--- config.mk ---
export PLATFORM = sky130hd
export DESIGN_NAME = psum_readout_quant
export DESIGN_NICKNAME = d
export VERILOG_FILES = /design/src/rtl/psum_readout_quant.sv
export SDC_FILE = /design/constraint.sdc
export NUM_CORES = 1
export LEC_CHECK = 0
export CORE_MARGIN = 10
export CORE_UTILIZATION = 60
export CTS_CLUSTER_DIAMETER = 80
export DETAILED_ROUTE_END_ITERATION = 8
export PLACE_DENSITY_LB_ADDON = 0.2
export SYNTH_ARGS = -nofsm -noshare
export SYNTH_HDL_FRONTEND = slang
export SYNTH_SLANG_ARGS = --single-unit
--- constraint.sdc ---
create_clock -name clk -period 4.8 [get_ports clk]
set_input_delay 0.48 -clock clk [delete_from_list [all_inputs] [get_ports clk]]
set_output_delay 0.48 -clock clk [all_outputs]
set_load 0.01 [all_outputs]
--- src/rtl/psum_readout_quant.sv ---
// psum_readout_quant: triggers SFU readout, quantizes 16 psum words into a buffer, drains them over valid/ready
module psum_readout_quant #(
    parameter int psum_bw = 16,
    parameter int act_bw  = 8,
    parameter int col     = 8,
    parameter int num_o   = 16,
    parameter int rd_lat  = 2
) (
    input  logic                    clk,
    input  logic                    reset,
    input  logic                    start,
    input  logic [3:0]              shift,
    output logic                    busy,
    output logic                    done,
    output logic                    readout_start,
    input  logic [psum_bw*col-1:0]  readout,
    output logic                    out_valid,
    input  logic                    out_ready,
    output logic [act_bw*col-1:0]   out_data,
    output logic [3:0]              out_addr
);
    localparam logic [2:0] IDLE  = 3'd0;
    localparam logic [2:0] TRIG  = 3'd1;
    localparam logic [2:0] WAIT  = 3'd2;
    localparam logic [2:0] CAPT  = 3'd3;
    localparam logic [2:0] DRAIN = 3'd4;
    localparam logic [psum_bw-1:0] sat = psum_bw'((1 << act_bw) - 1);
    localparam logic [3:0] last = 4'(num_o - 1);
    localparam logic [3:0] wait_last = 4'(rd_lat - 2);

    logic [2:0]            state;
    logic [3:0]            sh, wait_cnt, cap_cnt, drn_cnt;
    logic [act_bw*col-1:0] mem [num_o];
    logic [act_bw*col-1:0] q;

    // ReLU, logical right shift, then clamp to the unsigned act_bw range
    function automatic logic [act_bw-1:0] quant(input logic [psum_bw-1:0] v, input logic [3:0] s);
        logic [psum_bw-1:0] t;
        t = v[psum_bw-1] ? '0 : v >> s;
        return t > sat ? {act_bw{1'b1}} : t[act_bw-1:0];
    endfunction

    assign busy      = state != IDLE;
    assign out_valid = state == DRAIN;
    assign out_addr  = out_valid ? drn_cnt : '0;
    assign out_data  = out_valid ? mem[drn_cnt] : '0;

    // quantize every lane of the incoming readout word with the latched shift
    always_comb begin
        q = '0;
        for (int i = 0; i < col; i++)
            q[act_bw*i +: act_bw] = quant(readout[psum_bw*i +: psum_bw], sh);
    end

    // capture buffer; contents are meaningless outside a pass so it carries no reset
    always_ff @(posedge clk)
        if (state == CAPT) mem[cap_cnt] <= q;

    // sequencing: trigger, wait out the readout latency, capture the burst, drain with backpressure
    always_ff @(posedge clk or negedge reset) begin
        if (!reset) begin
            state         <= IDLE;
            sh            <= '0;
            wait_cnt      <= '0;
            cap_cnt       <= '0;
            drn_cnt       <= '0;
            readout_start <= 1'b0;
            done          <= 1'b0;
        end else begin
            readout_start <= 1'b0;
            done          <= 1'b0;
            case (state)
                IDLE: if (start) begin
                    sh            <= shift;
                    readout_start <= 1'b1;
                    state         <= TRIG;
                end
                TRIG: begin
                    wait_cnt <= '0;
                    state    <= WAIT;
                end
                WAIT: if (wait_cnt == wait_last) state <= CAPT;
                      else wait_cnt <= wait_cnt + 4'd1;
                CAPT: begin
                    cap_cnt <= cap_cnt == last ? '0 : cap_cnt + 4'd1;
                    if (cap_cnt == last) state <= DRAIN;
                end
                DRAIN: if (out_ready) begin
                    drn_cnt <= drn_cnt == last ? '0 : drn_cnt + 4'd1;
                    if (drn_cnt == last) begin
                        state <= IDLE;
                        done  <= 1'b1;
                    end
                end
                default: state <= IDLE;
            endcase
        end
    end
endmodule

==> out/qor.txt <==
Yosys Warn Count -> 0
Vias in the first global route -> 24600
CTS tree -> built
Nets@finish -> 2607
Largest net degree at the start of global routing -> 68
Number of standard cells after synthesis -> 2230
Critical Path, Cell by Cell -> buf_12 -> mux4_2 -> mux4_2 -> and2_1 -> clkdlybuf4s50_1
F_max -> 235 MHz
Critical-path top delay cell -> dfrtp_4
CTS resizes -> 0
Via count -> 24300
Core ar. -> 74600 um2
Met2 Use GR -> 0.419
Overall power -> 30500 uW
Die width -> 294 um
Die Y-Extent -> 294 um
Crit path buf inv count -> 2
Worst Slack Setup Final -> 0.539 ns
Final slew viol count -> 0
P_leak -> 0.0165 uW
Max Buffers Root-to-Sink -> 3
Area share of the largest cell type after synthesis -> 0.681
Yosys cell types -> 54
Data arrival time of the critical path -> 3.78 ns
Dpl cells -> 3334
Setup slack at placement -> 1.20 ns
Gr usage total -> 0.271
Finished Layout Cells -> 3526
Element type at the critical path start -> register
Number of synthesized register bits -> 1045
Initial Util -> 0.605
Net count after synthesis -> 2373
Power per cell area -> 590 nW/um2
Root buffer cell -> clkbuf_16
Met1 usage -> 0.383
Sum of negative setup slack -> 0 ns
Worst-case reg-to-reg path depth -> 5
Post-CTS setup buffer count -> 0
Final worst path period need -> 4.26 ns
Outcome -> finished clean
TritonCTS Buffers -> 97
H-tree levels -> 3
Most used DFF post-synth -> edfxtp_1
Syn-to-layout area delta -> 14.5%
Worst min path class -> primary input to async pin
FFs w/ async S/R, synth -> 0.0201
Wirelength per Cell -> 32.9 um
Number of cells on the critical path -> 5
Vias per cell -> 6.88
Worst Setup End Kind -> primary output
Hold_buf cts -> 0
Area contributors post-synth -> edfxtp_1 (68%), mux4_2 (21%), mux2i_1 (1.5%), a21oi_1 (1.2%), dfrtp_1 (1.2%)
Met3 GRT Util -> 0.0724
GR Overflow Total -> 0
Clock skew -> 0.0275 ns
First-pass GRT wire length -> 169 mm
Cell Area, Synth -> 45200 um2
Relative slew margins -> 0.0803
Final period util -> 0.888
RePlAce Congestion -> 0.893
EDFF count, synth -> 1024
Final setup violation count -> 0
Slowest stage delay, CP -> 0.98 ns
Worst slew pin tran -> 1.38 ns
Peak VDD IR -> 0.000421 V
Reg clk slew, reported paths -> 0.07 ns
Hold Slack -> 0.375 ns
Worst path top cell family by delay -> flip-flops
RSZ-0062 raised after global routing -> false
Drt pass-1 iters -> 6
Total Wirelength -> 116 mm
DR DRC count -> 0
Fraction of layout cells with a size suffix above 1 -> 0.269
Gr busiest metal -> met2
Initial antenna violation count -> 14
IO Count -> 208
Post-detailed-route count of antenna-violating nets -> 0
Cell Rows -> 100
Worst Path Required -> 4.32 ns
Worst path most repeated cell -> mux4_2
Worst-path maximum fanout -> 67
Syn avg cell area -> 20.2 um2
Sequential share of the synthesized area -> 0.693
Worst-Skew Late Latency -> 0.66 ns
Final hold vios -> 0
Post-DP HPWL -> 66.7 mm
Initial DRC Count -> 3340
Clock sinks -> 1045
Synth cell count leaders -> edfxtp_1 (1024), mux4_2 (413), a21oi_1 (110), nor2_1 (103), clkbuf_1 (82)
Die footprint -> 86600 um2
Kind of critical path -> register to primary output
Max_cap viols -> 0
Port Buffers -> 207
Count leader, synth -> edfxtp_1
Post-synth top area cell -> edfxtp_1
-- layer usage --
metal  routed length [um]  part of all wire  vias up
li1                     -                 -     9845
met1                43100              0.37    12700
met2                55700              0.48     1499
met3                14400              0.12      203
met4                 2580             0.022       14
met5                   96           0.00083        -
-- final timing paths --
path,startpoint,slack (ns),to
worst max register to register,sh[2],1.20,mem[11][38]
worst min register to register,cap_cnt[2],0.58,cap_cnt[2]
worst max-delay path,drn_cnt[1],0.54,out_data[60]
max in group asynchronous,reset,3.65,drn_cnt[3]
min in group clk,shift[3],0.38,sh[3]
worst min-delay path,reset,0.38,readout_start
-- logic make-up after synthesis --
group | after synthesis | share of synthesized area
flip-flops | 1045 | 0.693
buffers and inverters | 171 | 0.0181
XOR/XNOR | 4 | 0.000776
adder cells (fa/ha/maj) | 7 | 0.00194
AND/OR/NAND/NOR | 292 | 0.0318
AO/OA/AOI/OAI | 209 | 0.0283
multiplexers | 502 | 0.226
-- cell type report --
class / count / area, um2
Clock inverter: 58 / 554
Sequential cell: 1045 / 31300
Antenna cell: 11 / 27.5
Tap cell: 969 / 1210
Inverter: 17 / 63.8
Clock buffer: 123 / 2580
Multi-Input combinational cell: 1014 / 13100
Fill cell: 4492 / 22900
Timing Repair Buffer: 289 / 2860
-- flip-flops by register name, indices dropped and copies added (netlist names) --
| register | count |
|---|---|
| cap_cnt | 4 |
| done | 1 |
| drn_cnt | 4 |
| mem | 1024 |
| readout_start | 1 |
| sh | 4 |
| state | 3 |
| wait_cnt | 4 |
-- per-stage QoR --
stage | cell area, um2 | util
finish | 51700 | 0.693
global placement | 48600 | 0.651
global route | 51700 | 0.693
CTS | 51700 | 0.693
floorplan | 45200 | -
detailed placement | 48600 | 0.651
-- cell usage in the layout, fill, tap and decap left out, drive strengths merged, types with 3 or more instances in the layout --
| cell | netlist | layout |
|---|---|---|
| nor3 | 9 | 9 |
| a2bb2oi | 5 | 5 |
| and3 | 7 | 7 |
| clkbuf | 83 | 123 |
| a211oi | 7 | 7 |
| mux4 | 413 | 413 |
| and2 | 78 | 78 |
| diode | 0 | 11 |
| o221ai | 7 | 7 |
| buf | 71 | 82 |
| nor2 | 103 | 103 |
| or3b | 5 | 5 |
| a21oi | 110 | 110 |
| o31ai | 4 | 4 |
| or3 | 8 | 8 |
| edfxtp | 1024 | 1024 |
| o21ai | 46 | 46 |
| dfrtp | 21 | 21 |
| mux2i | 66 | 66 |
| nand3 | 7 | 7 |
| mux2 | 23 | 23 |
| inv | 15 | 18 |
| clkdlybuf4s50 | 0 | 207 |
| ha | 7 | 7 |
| bufinv | 0 | 10 |
| o22a | 10 | 10 |
| o311ai | 9 | 9 |
| nand2b | 10 | 10 |
| nor3b | 3 | 3 |
| nand2 | 55 | 55 |
| clkinv | 2 | 43 |
| clkinvlp | 0 | 4 |
-- report_power, final --
group / internal, uW / switching, uW / total (uW)
Sequential: 11700 / 732 / 12500
Combinational: 4960 / 5480 / 10400
Clock: 4340 / 3300 / 7640
Total: 21000 / 9520 / 30500
No activity file was read; power rests on OpenSTA's default activity.
